File: src/rtl/fp_accum_pkg.sv
// Shared definitions for the floating-point accumulate path: default widths,
// data-word width derivation, the +0.0 constant and the frame-generator states.
package fp_accum_pkg;

  localparam int FRAC_WIDTH_DEF = 24;
  localparam int EXP_WIDTH_DEF  = 8;
  localparam int LEN_WIDTH_DEF  = 16;
  localparam int CNT_WIDTH_DEF  = 32;

  // Fraction field already carries the hidden bit, so word = frac + exp.
  function automatic int data_width(input int frac_w, input int exp_w);
    return frac_w + exp_w;
  endfunction

  localparam int DATA_WIDTH_DEF = data_width(FRAC_WIDTH_DEF, EXP_WIDTH_DEF);

  // +0.0 is the all-zero word in this format.
  localparam logic [DATA_WIDTH_DEF-1:0] FP_POS_ZERO = '0;

  typedef enum logic [1:0] {
    FG_IDLE   = 2'd0,
    FG_STREAM = 2'd1,
    FG_ZERO   = 2'd2
  } fg_state_e;

endpackage

File: src/rtl/accumulate_frame_gen.sv
// accumulate_frame_gen: turns a length command plus a valid/ready element
// stream into start/last/valid framing for the accumulator, with frame and
// element status counters.
// Build option ACCUM_ZERO_LEN_EN: a zero-length command emits a single +0.0
// word framed as start+last; without it the command is dropped and errOut
// pulses for one cycle.
module accumulate_frame_gen
  import fp_accum_pkg::*;
#(
  parameter int FRAC_WIDTH = FRAC_WIDTH_DEF,
  parameter int EXP_WIDTH  = EXP_WIDTH_DEF,
  parameter int LEN_WIDTH  = LEN_WIDTH_DEF,
  parameter int CNT_WIDTH  = CNT_WIDTH_DEF,
  localparam int DATA_WIDTH = data_width(FRAC_WIDTH, EXP_WIDTH)
) (
  input  logic                  clkIn,
  input  logic                  rstIn,
  input  logic                  cmdValidIn,
  output logic                  cmdReadyOut,
  input  logic [LEN_WIDTH-1:0]  cmdLenIn,
  input  logic                  elemValidIn,
  output logic                  elemReadyOut,
  input  logic [DATA_WIDTH-1:0] elemDataIn,
  output logic                  validOut,
  output logic                  startOut,
  output logic                  lastOut,
  output logic [DATA_WIDTH-1:0] dataOut,
  output logic                  busyOut,
  output logic [CNT_WIDTH-1:0]  frameCntOut,
  output logic [CNT_WIDTH-1:0]  elemCntOut,
  output logic                  errOut
);

  fg_state_e             r_state, w_state_nxt;
  logic [LEN_WIDTH-1:0]  r_rem, w_rem_nxt;
  logic                  r_first, w_first_nxt;
  logic                  r_valid, w_valid_nxt;
  logic                  r_start, w_start_nxt;
  logic                  r_last, w_last_nxt;
  logic                  r_err, w_err_nxt;
  logic [DATA_WIDTH-1:0] r_data, w_data_nxt;
  logic [CNT_WIDTH-1:0]  r_frame_cnt, w_frame_cnt_nxt;
  logic [CNT_WIDTH-1:0]  r_elem_cnt, w_elem_cnt_nxt;
  logic                  w_rem_is_one;

  // Ready is a pure function of state, so there is no valid->ready comb path.
  assign cmdReadyOut  = (r_state == FG_IDLE);
  assign elemReadyOut = (r_state == FG_STREAM);
  assign busyOut      = (r_state != FG_IDLE);

  assign validOut    = r_valid;
  assign startOut    = r_start;
  assign lastOut     = r_last;
  assign dataOut     = r_data;
  assign frameCntOut = r_frame_cnt;
  assign elemCntOut  = r_elem_cnt;
  assign errOut      = r_err;

  assign w_rem_is_one = (r_rem == LEN_WIDTH'(1));

  // Next-state and next-output decode; output strobes default low each cycle.
  always_comb begin
    w_state_nxt     = r_state;
    w_rem_nxt       = r_rem;
    w_first_nxt     = r_first;
    w_valid_nxt     = 1'b0;
    w_start_nxt     = 1'b0;
    w_last_nxt      = 1'b0;
    w_err_nxt       = 1'b0;
    w_data_nxt      = r_data;
    w_frame_cnt_nxt = r_frame_cnt;
    w_elem_cnt_nxt  = r_elem_cnt;
    case (r_state)
      FG_IDLE: begin
        if (cmdValidIn) begin
          if (cmdLenIn != '0) begin
            w_rem_nxt   = cmdLenIn;
            w_first_nxt = 1'b1;
            w_state_nxt = FG_STREAM;
          end else begin
`ifdef ACCUM_ZERO_LEN_EN
            w_state_nxt = FG_ZERO;
`else
            w_err_nxt   = 1'b1;
`endif
          end
        end
      end
      FG_STREAM: begin
        if (elemValidIn) begin
          w_valid_nxt    = 1'b1;
          w_data_nxt     = elemDataIn;
          w_start_nxt    = r_first;
          w_last_nxt     = w_rem_is_one;
          w_first_nxt    = 1'b0;
          w_rem_nxt      = r_rem - LEN_WIDTH'(1);
          w_elem_cnt_nxt = r_elem_cnt + CNT_WIDTH'(1);
          if (w_rem_is_one) begin
            w_frame_cnt_nxt = r_frame_cnt + CNT_WIDTH'(1);
            w_state_nxt     = FG_IDLE;
          end
        end
      end
      FG_ZERO: begin
        // Empty vector: hand the accumulator one +0.0 so it still yields a result.
        w_valid_nxt     = 1'b1;
        w_data_nxt      = DATA_WIDTH'(FP_POS_ZERO);
        w_start_nxt     = 1'b1;
        w_last_nxt      = 1'b1;
        w_elem_cnt_nxt  = r_elem_cnt + CNT_WIDTH'(1);
        w_frame_cnt_nxt = r_frame_cnt + CNT_WIDTH'(1);
        w_state_nxt     = FG_IDLE;
      end
      default: w_state_nxt = FG_IDLE;
    endcase
  end

  // State register; reset abandons any partial vector.
  always_ff @(posedge clkIn) begin
    if (!rstIn) r_state <= FG_IDLE;
    else        r_state <= w_state_nxt;
  end

  // Registered outputs, remaining-count tracker and status counters.
  always_ff @(posedge clkIn) begin
    if (!rstIn) begin
      r_rem       <= '0;
      r_first     <= 1'b0;
      r_valid     <= 1'b0;
      r_start     <= 1'b0;
      r_last      <= 1'b0;
      r_err       <= 1'b0;
      r_data      <= '0;
      r_frame_cnt <= '0;
      r_elem_cnt  <= '0;
    end else begin
      r_rem       <= w_rem_nxt;
      r_first     <= w_first_nxt;
      r_valid     <= w_valid_nxt;
      r_start     <= w_start_nxt;
      r_last      <= w_last_nxt;
      r_err       <= w_err_nxt;
      r_data      <= w_data_nxt;
      r_frame_cnt <= w_frame_cnt_nxt;
      r_elem_cnt  <= w_elem_cnt_nxt;
    end
  end

endmodule

File: config.mk
export PLATFORM = sky130hd
export DESIGN_NAME = accumulate_frame_gen
export DESIGN_NICKNAME = d
export VERILOG_FILES = /design/src/rtl/fp_accum_pkg.sv /design/src/rtl/accumulate_frame_gen.sv
export SDC_FILE = /design/constraint.sdc
export NUM_CORES = 1
export LEC_CHECK = 0
export BUFFER_PORTS_ARGS = -buffer_cell sky130_fd_sc_hd__buf_2
export CAP_MARGIN = 20
export CORE_UTILIZATION = 56
export CTS_CLUSTER_DIAMETER = 30
export CTS_CLUSTER_SIZE = 30
export DETAILED_ROUTE_END_ITERATION = 10
export GPL_ROUTABILITY_DRIVEN = 0
export PLACE_DENSITY_LB_ADDON = 0.08
export RECOVER_POWER = 100
export SETUP_SLACK_MARGIN = 0.1
export SYNTH_ARGS = -nofsm -noshare
export SYNTH_HDL_FRONTEND = slang
export SYNTH_SLANG_ARGS = --single-unit
export TNS_END_PERCENT = 1
File: constraint.sdc
create_clock -name clkIn -period 3.4 [get_ports clkIn]
set_input_delay 0.68 -clock clkIn [delete_from_list [all_inputs] [get_ports clkIn]]
set_output_delay 0.68 -clock clkIn [all_outputs]
set_load 0.02 [all_outputs]
==> reports/qor.yml, run 1 <==
sta:
  period_minus_slack_ps: 2890
  finalSetupViolations: 0
  worst_pin_slew_ps: 819
  fin_setup_tns_ps: 0
  fmax_mhz: 346
  rsz0062_at_grt: "false"
  skew_ps: 11.9
  hold_violations: 0
  drv_slew: 0
  finalCritPeriodShare_pct: 84.9
  relSlewSlack_pct: 45.3
drt:
  drtIter0Drc: 249
  drc: 0
  via_count: 5362
  via_per_inst: 5.72
  ant_nets: 0
  drt_wl_total_um: 13800
  drtPass1Iterations: 5
  wl_per_cell_um: 14.8
power_and_ir_drop:
  power_density_nw_per_um2: 537
  p_leak_nw: 2.30
  power.share.sequential_pct: 40.8
  switching_share_pct: 25.7
  p_sw_w: 0.000918
  combPwrFrac_pct: 8.4
  power_frac_clock_pct: 50.8
  peakVddDrop_mv: 0.344
  intPower_w: 0.00266
yosys:
  yosys_most_used_dff: "dfxtp_1"
  synth_area_sq_um: 5450
  synth-edff-count: 0
  yosys_warnings: 0
  ys_types: 54
  synth-seq-cells: 118
  synth_nets: 714
  yosysSeqAreaShare_pct: 43.4
  avgSynthCellArea_sq_um: 8.28
  synth_cells: 658
  postSynth.asyncResetShare_pct: 0
status:
  status: "complete, no violations"
critical_path:
  crit_arrival_ps: 3310
  worstPathRequired_ps: 3830
  crit_path_max_fanout: 14
  path_class: "reg -> reg"
  cp-end-kind: "register"
  cp-start-kind: "register"
floorplan:
  die_h_um: 101
  ios: 155
  initial_utilization_pct: 58.4
  die-area_sq_um: 10100
  num_rows: 35
  core_sq_um: 9330
  fp.dieW_um: 101
global_route:
  grt_overflow_total: 0
  track_usage_pct: 28.2
  grt_pass1_wl_um: 22700
  grt_pass1_vias: 4991
  grt_max_degree: 41
  grt_antenna_before_repair: 0
layout:
  antenna_cells: 0
  nNetsFinal: 851
  drive_above_1_share_pct: 12.0
  area_growth_pct: 22.3
  fillerInstances: 788
  final_cells: 937
  multi_input_area_sq_um: 2770
  ff_latch_area_sq_um: 2360
hold_path:
  hp-class: "in -> reg"
clock_network:
  numCtsBuffers: 17
  cts-root-buf: "clkbuf_8"
  insertion_delay_ps: 510
  cts_tree: "built"
  numClockSinks: 118
  ctsResizeCount: 0
  htree_num_levels: 4
  postCtsHoldBufs: 0
  cts.clk_slew.worst_paths_ps: 70
  cts_buffer_depth: 2
  cts_setup_buffers: 0
placed_design:
  dp_hpwl_um: 9430
  port_buffers: 154
  dp.cells: 905
run:
  drv_cap: 0
## registers in the layout (all words and copies together) (netlist names)
name and flops:
dataOut 32, elemCntOut 32, errOut 1, frameCntOut 32, lastOut 1, r_first 1
r_rem 16, r_state 1, startOut 1, validOut 1
## power groups by stage
stage / combinational (W) / clock [W] / sequential [W]
global route: 0.000333 / 0.00191 / 0.00147
finish: 0.000301 / 0.00182 / 0.00146
detailed placement: 0.000311 / 0 / 0.00149
floorplan: 0.000201 / 0 / 0.00150
CTS: 0.000312 / 0.00185 / 0.00146
global placement: 0.000305 / 0 / 0.00149
## per-layer routing
layer	global-route usage (%)	part of all wire [%]
met1	33.9	42
met2	46.7	49
met3	7.49	7.7
met4	13.8	2.0
met5	0	0
## kinds of logic after synthesis
group,Yosys count,share of synthesized area [%]
compound gates,116,13.0
buf+inv,63,5.17
flops,118,43.4
fa+ha+maj,4,0.919
simple gates,307,29.3
xor+xnor,45,7.23
mux,5,0.965
## area by class of cell
class                           instances  share of cell area, %
Sequential cell                       118                   35.5
Multi-Input combinational cell        477                   41.5
Tap cell                              129                   2.42
Timing Repair Buffer                  163                   10.4
Clock buffer                           17                   6.22
Inverter                               18                   1.03
Clock inverter                         15                   2.89
## cell usage after synthesis, drive strengths merged, types with 2 or more instances
| cell type | instances | area share [%] |
|---|---|---|
| and2 | 6 | 0.69 |
| o31a | 2 | 0.32 |
| a31oi | 5 | 0.57 |
| a2111oi | 4 | 0.78 |
| and4 | 7 | 1.1 |
| nand4b | 2 | 0.32 |
| nor3 | 24 | 2.3 |
| and4b | 2 | 0.37 |
| nand4 | 18 | 2.9 |
| a221oi | 2 | 0.32 |
| o21ai | 10 | 0.92 |
| buf | 16 | 1.9 |
| mux2 | 2 | 0.41 |
| nand3 | 25 | 2.3 |
| nor4 | 21 | 2.7 |
| a22oi | 3 | 0.41 |
| a211oi | 4 | 0.55 |
| xor2 | 10 | 1.6 |
| xnor2 | 35 | 5.6 |
| mux2i | 3 | 0.55 |
| inv | 18 | 1.2 |
| nand2 | 97 | 6.7 |
| or2 | 2 | 0.23 |
| clkbuf | 29 | 2.0 |
| dfxtp | 118 | 43 |
| a21oi | 61 | 5.6 |
| or4 | 17 | 2.3 |
| o31ai | 14 | 1.9 |
| o21a | 2 | 0.28 |
| a22o | 2 | 0.32 |
| ha | 4 | 0.92 |
| nor2 | 58 | 4.0 |
| or3 | 13 | 1.6 |
| and3 | 12 | 1.4 |
## critical path: stages (launching register included)
cell and delay (ps):
dfxtp_1 400, nor4_1 550, and4b_1 490, nand4_1 540, or4_1 670, a21oi_1 150
## worst paths after layout
check / startpoint / endpoint / slack, ps / cells past startpoint
setup / recovery: r_rem[7]$_SDFFE_PN0P_ / frameCntOut[30]$_SDFFE_PN0P_ / 510 / 5
hold reg to reg: dataOut[29]$_SDFFE_PN0P_ / dataOut[29]$_SDFFE_PN0P_ / 450 / 2
hold / removal: elemDataIn[25] / dataOut[25]$_SDFFE_PN0P_ / 400 / 3
setup reg to reg: r_rem[7]$_SDFFE_PN0P_ / frameCntOut[30]$_SDFFE_PN0P_ / 510 / 5
## cell usage in the layout (no fill, tap or decap), types with 4 or more instances in the layout
master | synthesis | layout
dfxtp_1 | 118 | 118
clkbuf_1 | 29 | 107
nand2_1 | 97 | 97
a21oi_1 | 61 | 61
nor2_1 | 57 | 58
buf_2 | 3 | 51
xnor2_1 | 35 | 35
nand3_1 | 25 | 25
nor3_1 | 23 | 24
nor4_1 | 20 | 21
inv_1 | 18 | 17
or4_1 | 17 | 17
nand4_1 | 15 | 16
clkbuf_16 | 0 | 16
o31ai_1 | 14 | 14
and3_1 | 12 | 12
or3_1 | 12 | 12
o21ai_0 | 10 | 10
xor2_1 | 10 | 10
and4_1 | 7 | 7
inv_6 | 0 | 6
a31oi_1 | 5 | 5
buf_4 | 3 | 5
and2_1 | 6 | 4
a211oi_1 | 4 | 4
ha_1 | 4 | 4
clkinv_4 | 0 | 4
## metrics by stage
step	hold WS, ps	utilization, %	setup WS [ps]	total power [W]	area [sq um]
final	396	71.4	513	0.00358	6660
after global placement	438	66.8	908	0.00179	6230
after global routing	391	71.4	291	0.00371	6660
after CTS	380	73.3	699	0.00362	6840
after floorplan	453	-	1220	0.00170	5450
after detailed placement	444	66.8	863	0.00180	6230
(Power assumes the default switching activity.)
==> run 2, diff against run 1 <==
--- a/config.mk
+++ b/config.mk
@@ -7,7 +7,7 @@
 export LEC_CHECK = 0
 export BUFFER_PORTS_ARGS = -buffer_cell sky130_fd_sc_hd__buf_2
 export CAP_MARGIN = 20
-export CORE_UTILIZATION = 56
+export CORE_UTILIZATION = 52
 export CTS_CLUSTER_DIAMETER = 30
 export CTS_CLUSTER_SIZE = 30
 export DETAILED_ROUTE_END_ITERATION = 10
==> constraint.sdc (replaced) <==
create_clock -name clkIn -period 2.8 [get_ports clkIn]
set_input_delay 0.56 -clock clkIn [delete_from_list [all_inputs] [get_ports clkIn]]
set_output_delay 0.56 -clock clkIn [all_outputs]
set_load 0.02 [all_outputs]
==> run 2 against run 1 <==
- the run now ends with capacitance limit, slew limit left
- largest cell class unchanged
- die area grew 7.5%
- cell count grew 0.75%
- register-to-register slack worse by 170 ps
- non-clock buffer count is 3 higher
- largest power group unchanged
- power is 19% higher
- sequential cell count unchanged
- critical path type is now reg -> out
- sequential power up 21%
- routed wire length rose by 2.7%
- cell area rose by 0.47%
- critical endpoint is now cmdReadyOut
- global-route usage is 1.3 points lower
- via count barely moved
- combinational power is 27% higher
==> reports/qor.yml, run 2 (synthesis gave the netlist of run 1 again) <==
status:
  status: "finished with violations"
  violations: "capacitance limit, slew limit"
clock_network:
  cts_tree: "built"
  htree_num_levels: 4  # unchanged
  numCtsBuffers: 17  # unchanged
  ctsResizeCount: 0  # unchanged
  insertion_delay_ps: 520  # about the same
  cts-root-buf: "clkbuf_8"
  cts_setup_buffers: 0  # unchanged
  postCtsHoldBufs: 0  # unchanged
  cts_buffer_depth: 2  # unchanged
  cts.clk_slew.worst_paths_ps: 60  # about the same
  numClockSinks: 118  # unchanged
floorplan:
  fp.dieW_um: 104  # +3.7%
  num_rows: 36  # +2.9%
  ios: 155  # unchanged
  die_h_um: 104  # +3.7%
  initial_utilization_pct: 54.7  # -3.7 points
  core_sq_um: 9950  # +6.7%
  die-area_sq_um: 10900  # +7.5%
hold_path:
  hp-class: "in -> reg"
critical_path:
  crit_arrival_ps: 1910  # -1400 ps
  critical-path-top-delay-family: "buffers and inverters"
  path_class: "reg -> out"
  cp-end-kind: "output port"
  worstPathRequired_ps: 2240  # -1590 ps
  cp_slowest_cell: "dfxtp_1"
  crit_chain: "clkbuf_2 -> inv_1 -> buf_2"
  cp-start-kind: "register"
  crit_path_max_fanout: 15  # +1
  cp_slowest_stage_delay_ps: 540  # -130 ps
  cp_num_buf_inv: 3  # +3
power_and_ir_drop:
  peakVddDrop_mv: 0.434  # +26%
  power.share.sequential_pct: 41.6  # +0.8 points
  intPower_w: 0.00308  # +16%
  p_sw_w: 0.00118  # +29%
  combPwrFrac_pct: 8.9  # +0.5 points
  p_leak_nw: 2.33  # +1.1%
  power_frac_clock_pct: 49.4  # -1.4 points
  switching_share_pct: 27.7  # +2.1 points
  power_density_nw_per_um2: 636  # +18%
drt:
  drtIter0Drc: 280  # +12%
  drtPass1Iterations: 4  # -1
  wl_per_cell_um: 15.0  # +1.9%
  via_count: 5357  # -0.093%
  drt_wl_total_um: 14200  # +2.7%
  drc: 0  # unchanged
  ant_nets: 0  # unchanged
  via_per_inst: 5.67  # -0.83%
global_route:
  grt_pass1_wl_um: 24000  # +5.6%
  track_usage_pct: 26.9  # -1.3 points
  grt_antenna_before_repair: 0  # unchanged
  grt_pass1_vias: 5203  # +4.2%
  grt_overflow_total: 0  # unchanged
  grt_max_degree: 84  # +100%
sta:
  drv_slew: 84  # +84
  finalSetupViolations: 0  # unchanged
  rsz0062_at_grt: "false"
  fmax_mhz: 404
  relSlewSlack_pct: -11.8  # -57 points
  period_minus_slack_ps: 2470
  worst_hold_slack_ps: 271  # -125 ps
  fin_setup_tns_ps: 0  # unchanged
  hold_violations: 0  # unchanged
  finalCritPeriodShare_pct: 88.3
  skew_ps: 8.27  # -3.68 ps
  worst_pin_slew_ps: 1680  # +858 ps
run:
  drv_cap: 1  # +1
placed_design:
  dp_hpwl_um: 9740  # +3.3%
  port_buffers: 154  # unchanged
layout:
  fillerInstances: 895  # +14%
  mostFrequentLayoutCell: "dfxtp_1"
  drive_above_1_share_pct: 13.2  # +1.2 points
  nNetsFinal: 854  # +0.35%
  ff_latch_area_sq_um: 2360  # unchanged
  multi_input_area_sq_um: 2800  # +1.2%
  final_core_util_pct: 67.2  # -4.2 points
  area_growth_pct: 22.8
  final_cell_mix: "dfxtp_1, clkbuf_1, nand2_1"
  antenna_cells: 0  # unchanged
## run 2: layer usage
layer / vias up / track usage [%] / part of all wire, %
met1: 2493 / 31.7 / 41
met2: 214 / 44.6 / 48
li1: 2622 / - / -
met5: - / 0 / 0
met3: 28 / 8.65 / 8.2
met4: 0 / 12.0 / 2.3
## run 2: final timing paths
kind	cells past startpoint	slack (ps)	start	endpoint
setup / recovery	3	330	r_state[0]$_SDFFE_PN0P_	cmdReadyOut
setup reg to reg	5	340	r_state[0]$_SDFFE_PN0P_	r_rem[11]$_SDFFE_PN0P_
hold reg to reg	2	460	dataOut[20]$_SDFFE_PN0P_	dataOut[20]$_SDFFE_PN0P_
hold / removal	3	270	elemDataIn[27]	dataOut[27]$_SDFFE_PN0P_
## run 2: area by class of cell
class                      count  area share (%)
multi-input combinational    477            41.8
sequential                   118            35.3
timing repair buffer         166            10.8
clock buffer                  17            6.19
tap                          133            2.49
clock inverter                15            2.34
inverter                      18            1.03
## run 2: metrics by stage
step | power [W] | instance area (sq um) | std cells | worst slack [ps]
finish | 0.00426 | 6690 | 944 | 327
global route | 0.00442 | 6690 | 944 | 186
CTS | 0.00430 | 6830 | 944 | 430
detailed placement | 0.00219 | 6260 | 912 | 358
global placement | 0.00218 | 6260 | 912 | 443
floorplan | 0.00207 | 5450 | 658 | 701
## run 2: power by group through the flow
stage | combinational, W | clock, W | sequential [W]
2_1_floorplan | 0.000243 | 0 | 0.00182
3_3_place_gp | 0.000378 | 0 | 0.00180
3_5_place_dp | 0.000385 | 0 | 0.00181
4_1_cts | 0.000388 | 0.00214 | 0.00177
5_1_grt | 0.000420 | 0.00222 | 0.00178
6_report | 0.000381 | 0.00211 | 0.00177
## run 2: worst reg2reg max path: stages, from the launching register on
cell and delay, ps:
dfxtp_1 420, or4_1 560, nor3_1 520, a21o_1 420
a211oi_1 150, a2111oi_2 290
==> run 3, diff against run 2 <==
--- a/config.mk
+++ b/config.mk
@@ -7,12 +7,13 @@
 export LEC_CHECK = 0
 export BUFFER_PORTS_ARGS = -buffer_cell sky130_fd_sc_hd__buf_2
 export CAP_MARGIN = 20
-export CORE_UTILIZATION = 52
+export CORE_UTILIZATION = 47
 export CTS_CLUSTER_DIAMETER = 30
 export CTS_CLUSTER_SIZE = 30
 export DETAILED_ROUTE_END_ITERATION = 10
 export GPL_ROUTABILITY_DRIVEN = 0
-export PLACE_DENSITY_LB_ADDON = 0.08
+export HOLD_SLACK_MARGIN = 0.02
+export PLACE_DENSITY = 0.76
 export RECOVER_POWER = 100
 export SETUP_SLACK_MARGIN = 0.1
 export SYNTH_ARGS = -nofsm -noshare
==> constraint.sdc (replaced) <==
create_clock -name clkIn -period 2.1 [get_ports clkIn]
set_input_delay 0.42 -clock clkIn [delete_from_list [all_inputs] [get_ports clkIn]]
set_output_delay 0.42 -clock clkIn [all_outputs]
set_load 0.02 [all_outputs]
==> run 3 against run 2 <==
- the run now ends clean
- clock skew fell by 2.0 ps
- global-route usage is 1.1 points lower
- sequential power rose by 33%
- power is 33% higher
- critical path depth is 2 higher
- clock-buffer cell count up 7
- via count grew 3.2%
- first-iteration DRC count increased by 100%
- clock power grew 29%
==> reports/qor.yml, run 3 (synthesis gave the netlist of run 1 again) <==
drt:
  drt_wl_total_um: 15000  # +5.7%
  drtPass1Iterations: 5  # +1
  wl_per_cell_um: 15.3  # +1.5%
  ant_nets: 0  # unchanged
  via_per_inst: 5.62  # -0.92%
  drc: 0  # unchanged
  drtIter0Drc: 564  # +100%
  via_count: 5527  # +3.2%
power_and_ir_drop:
  intPower_w: 0.00432  # +40%
  p_sw_w: 0.00136  # +15%
  power.share.sequential_pct: 41.6  # about the same
  p_leak_nw: 2.52  # +8.2%
  power_density_nw_per_um2: 802  # +26%
  switching_share_pct: 23.9  # -3.8 points
  combPwrFrac_pct: 10.6  # +1.7 points
  peakVddDrop_mv: 0.520  # +20%
  power_frac_clock_pct: 47.8  # -1.6 points
  power.total_w: 0.00568  # +33%
layout:
  ff_latch_area_sq_um: 2380  # +0.95%
  drive_above_1_share_pct: 19.7  # +6.5 points
  antenna_cells: 0  # unchanged
  final_cell_mix: "clkbuf_1, dfxtp_1, nand2_1"
  multi_input_area_sq_um: 2880  # +3.0%
  area_growth_pct: 30.0
  nNetsFinal: 890  # +4.2%
  fillerInstances: 955  # +6.7%
  mostFrequentLayoutCell: "clkbuf_1"
  stdcell_area_sq_um: 7080  # +5.8%
critical_path:
  worstPathRequired_ps: 2410  # +170 ps
  cp-start-kind: "register"
  crit_arrival_ps: 2350  # +440 ps
  cp-end-kind: "register"
  r2r_start: "r_state[0]$_SDFFE_PN0P_"
  cp_slowest_cell: "or4_1"
  cp_slowest_stage_delay_ps: 580  # +40 ps
  crit_chain: "or4_1 -> nor3_4 -> and2_0 -> o21ai_0 -> a221oi_2"
  startpoint: "r_state[0]$_SDFFE_PN0P_"
  r2r_slack_ps: 60  # -280 ps
  path_class: "reg -> reg"
  crit_path_max_fanout: 8  # -7
hold_path:
  holdCritStartpoint: "elemDataIn[0]"
  hp-class: "in -> reg"
status:
  status: "complete, no violations"
sta:
  worst_hold_slack_ps: 250  # -21.2 ps
  finalSetupViolations: 0  # unchanged
  relSlewSlack_pct: 43.0  # +55 points
  hold_violations: 0  # unchanged
  period_minus_slack_ps: 2040
  fmax_mhz: 491
  drv_slew: 0  # -100%
  rsz0062_at_grt: "true"
  worst_pin_slew_ps: 856  # -821 ps
  skew_ps: 6.25  # -2.02 ps
  worst_slack_ps: 64.7  # -262 ps
  finalCritPeriodShare_pct: 96.9
placed_design:
  place_ws_ps: 18.8  # -340 ps
  port_buffers: 154  # unchanged
  dp_hpwl_um: 10500  # +8.2%
  place_area_sq_um: 6520  # +4.1%
global_route:
  grt_max_degree: 41  # -51%
  grt_pass1_vias: 5227  # +0.46%
  grt_overflow_total: 0  # unchanged
  grt_pass1_wl_um: 24100  # +0.58%
  grt_antenna_before_repair: 0  # unchanged
  track_usage_pct: 25.8  # -1.1 points
clock_network:
  cts.clk_slew.worst_paths_ps: 50  # about the same
  cts-root-buf: "clkbuf_16"
  cts_buffer_depth: 2  # unchanged
  numClockSinks: 118  # unchanged
  htree_num_levels: 4  # unchanged
  insertion_delay_ps: 410  # -110 ps
  cts_tree: "built"
  postCtsHoldBufs: 0  # unchanged
  numCtsBuffers: 17  # unchanged
floorplan:
  initial_utilization_pct: 49.2  # -5.6 points
  num_rows: 38  # +5.6%
  fp.dieW_um: 110  # +5.1%
  die-area_sq_um: 12000  # +10%
  ios: 155  # unchanged
  die_h_um: 110  # +5.1%
  core_sq_um: 11100  # +11%
run:
  drv_cap: 0  # -1
[run 3: cell types whose count changed in the layout (fill, tap and decap cells not counted), moves of 3 or more]
cell | before | now
dfxtp_2 | 0 | 15
clkbuf_8 | 1 | 6
buf_4 | 9 | 39
dfxtp_1 | 118 | 102
inv_6 | 7 | 0
inv_8 | 4 | 0
clkbuf_1 | 103 | 106
[run 3: per-stage QoR]
| stage | setup TNS, ps | utilization [%] | instances |
|---|---|---|---|
| 3_5_place_dp | 0 | 58.9 | 947 |
| 3_3_place_gp | 0 | 58.9 | 947 |
| 4_1_cts | 0 | 64.1 | 978 |
| 6_report | 0 | 63.9 | 983 |
| 2_1_floorplan | 0 | - | 658 |
| 5_1_grt | -1.60 | 63.9 | 983 |
[run 3: final timing paths]
| path | cells after the start | end |
|---|---|---|
| worst max-delay path | 5 | r_rem[13]$_SDFFE_PN0P_ |
| worst min-delay path | 3 | dataOut[0]$_SDFFE_PN0P_ |
| worst max register to register | 5 | r_rem[13]$_SDFFE_PN0P_ |
| worst min register to register | 2 | dataOut[24]$_SDFFE_PN0P_ |
[run 3: final cells by class]
type | count | share of cell area (%)
multi-input combinational | 477 | 40.7
clock buffer | 24 | 7.23
clock inverter | 4 | 0.636
inverter | 18 | 1.02
tap | 140 | 2.47
timing repair buffer | 202 | 14.2
sequential | 118 | 33.7
[run 3: timing repair]
action	4_1_cts	5_1_grt
endpoints found under the hold margin	0	0
resized for setup	2	25
pin swaps	1	10
cloned	0	0
setup endpoints to repair	9	29
buffers inserted	3	5
[run 3: worst max-delay path: cells and delay by family (launching register included)]
family             cells  cell delay (ps)
AOI/OAI and AO/OA      2              410
DFF                    1              380
and+or+nand+nor        3             1140
[run 3: per-layer routing]
metal  vias up  GRT usage, %  share of wire [%]
li1       2688             -                  -
met1      2585          30.9                 43
met2       219          42.5                 49
met3        35          6.16                6.2
met4         0          14.5                2.6
met5         -             0                  0
[run 3: power by group through the flow]
stage | Sequential, W | Clock [W] | Combinational, W
after global routing | 0.00237 | 0.00287 | 0.000661
after detailed placement | 0.00240 | 0 | 0.000583
after global placement | 0.00240 | 0 | 0.000571
after floorplan | 0.00243 | 0 | 0.000329
final | 0.00236 | 0.00272 | 0.000604
after CTS | 0.00235 | 0.00276 | 0.000588
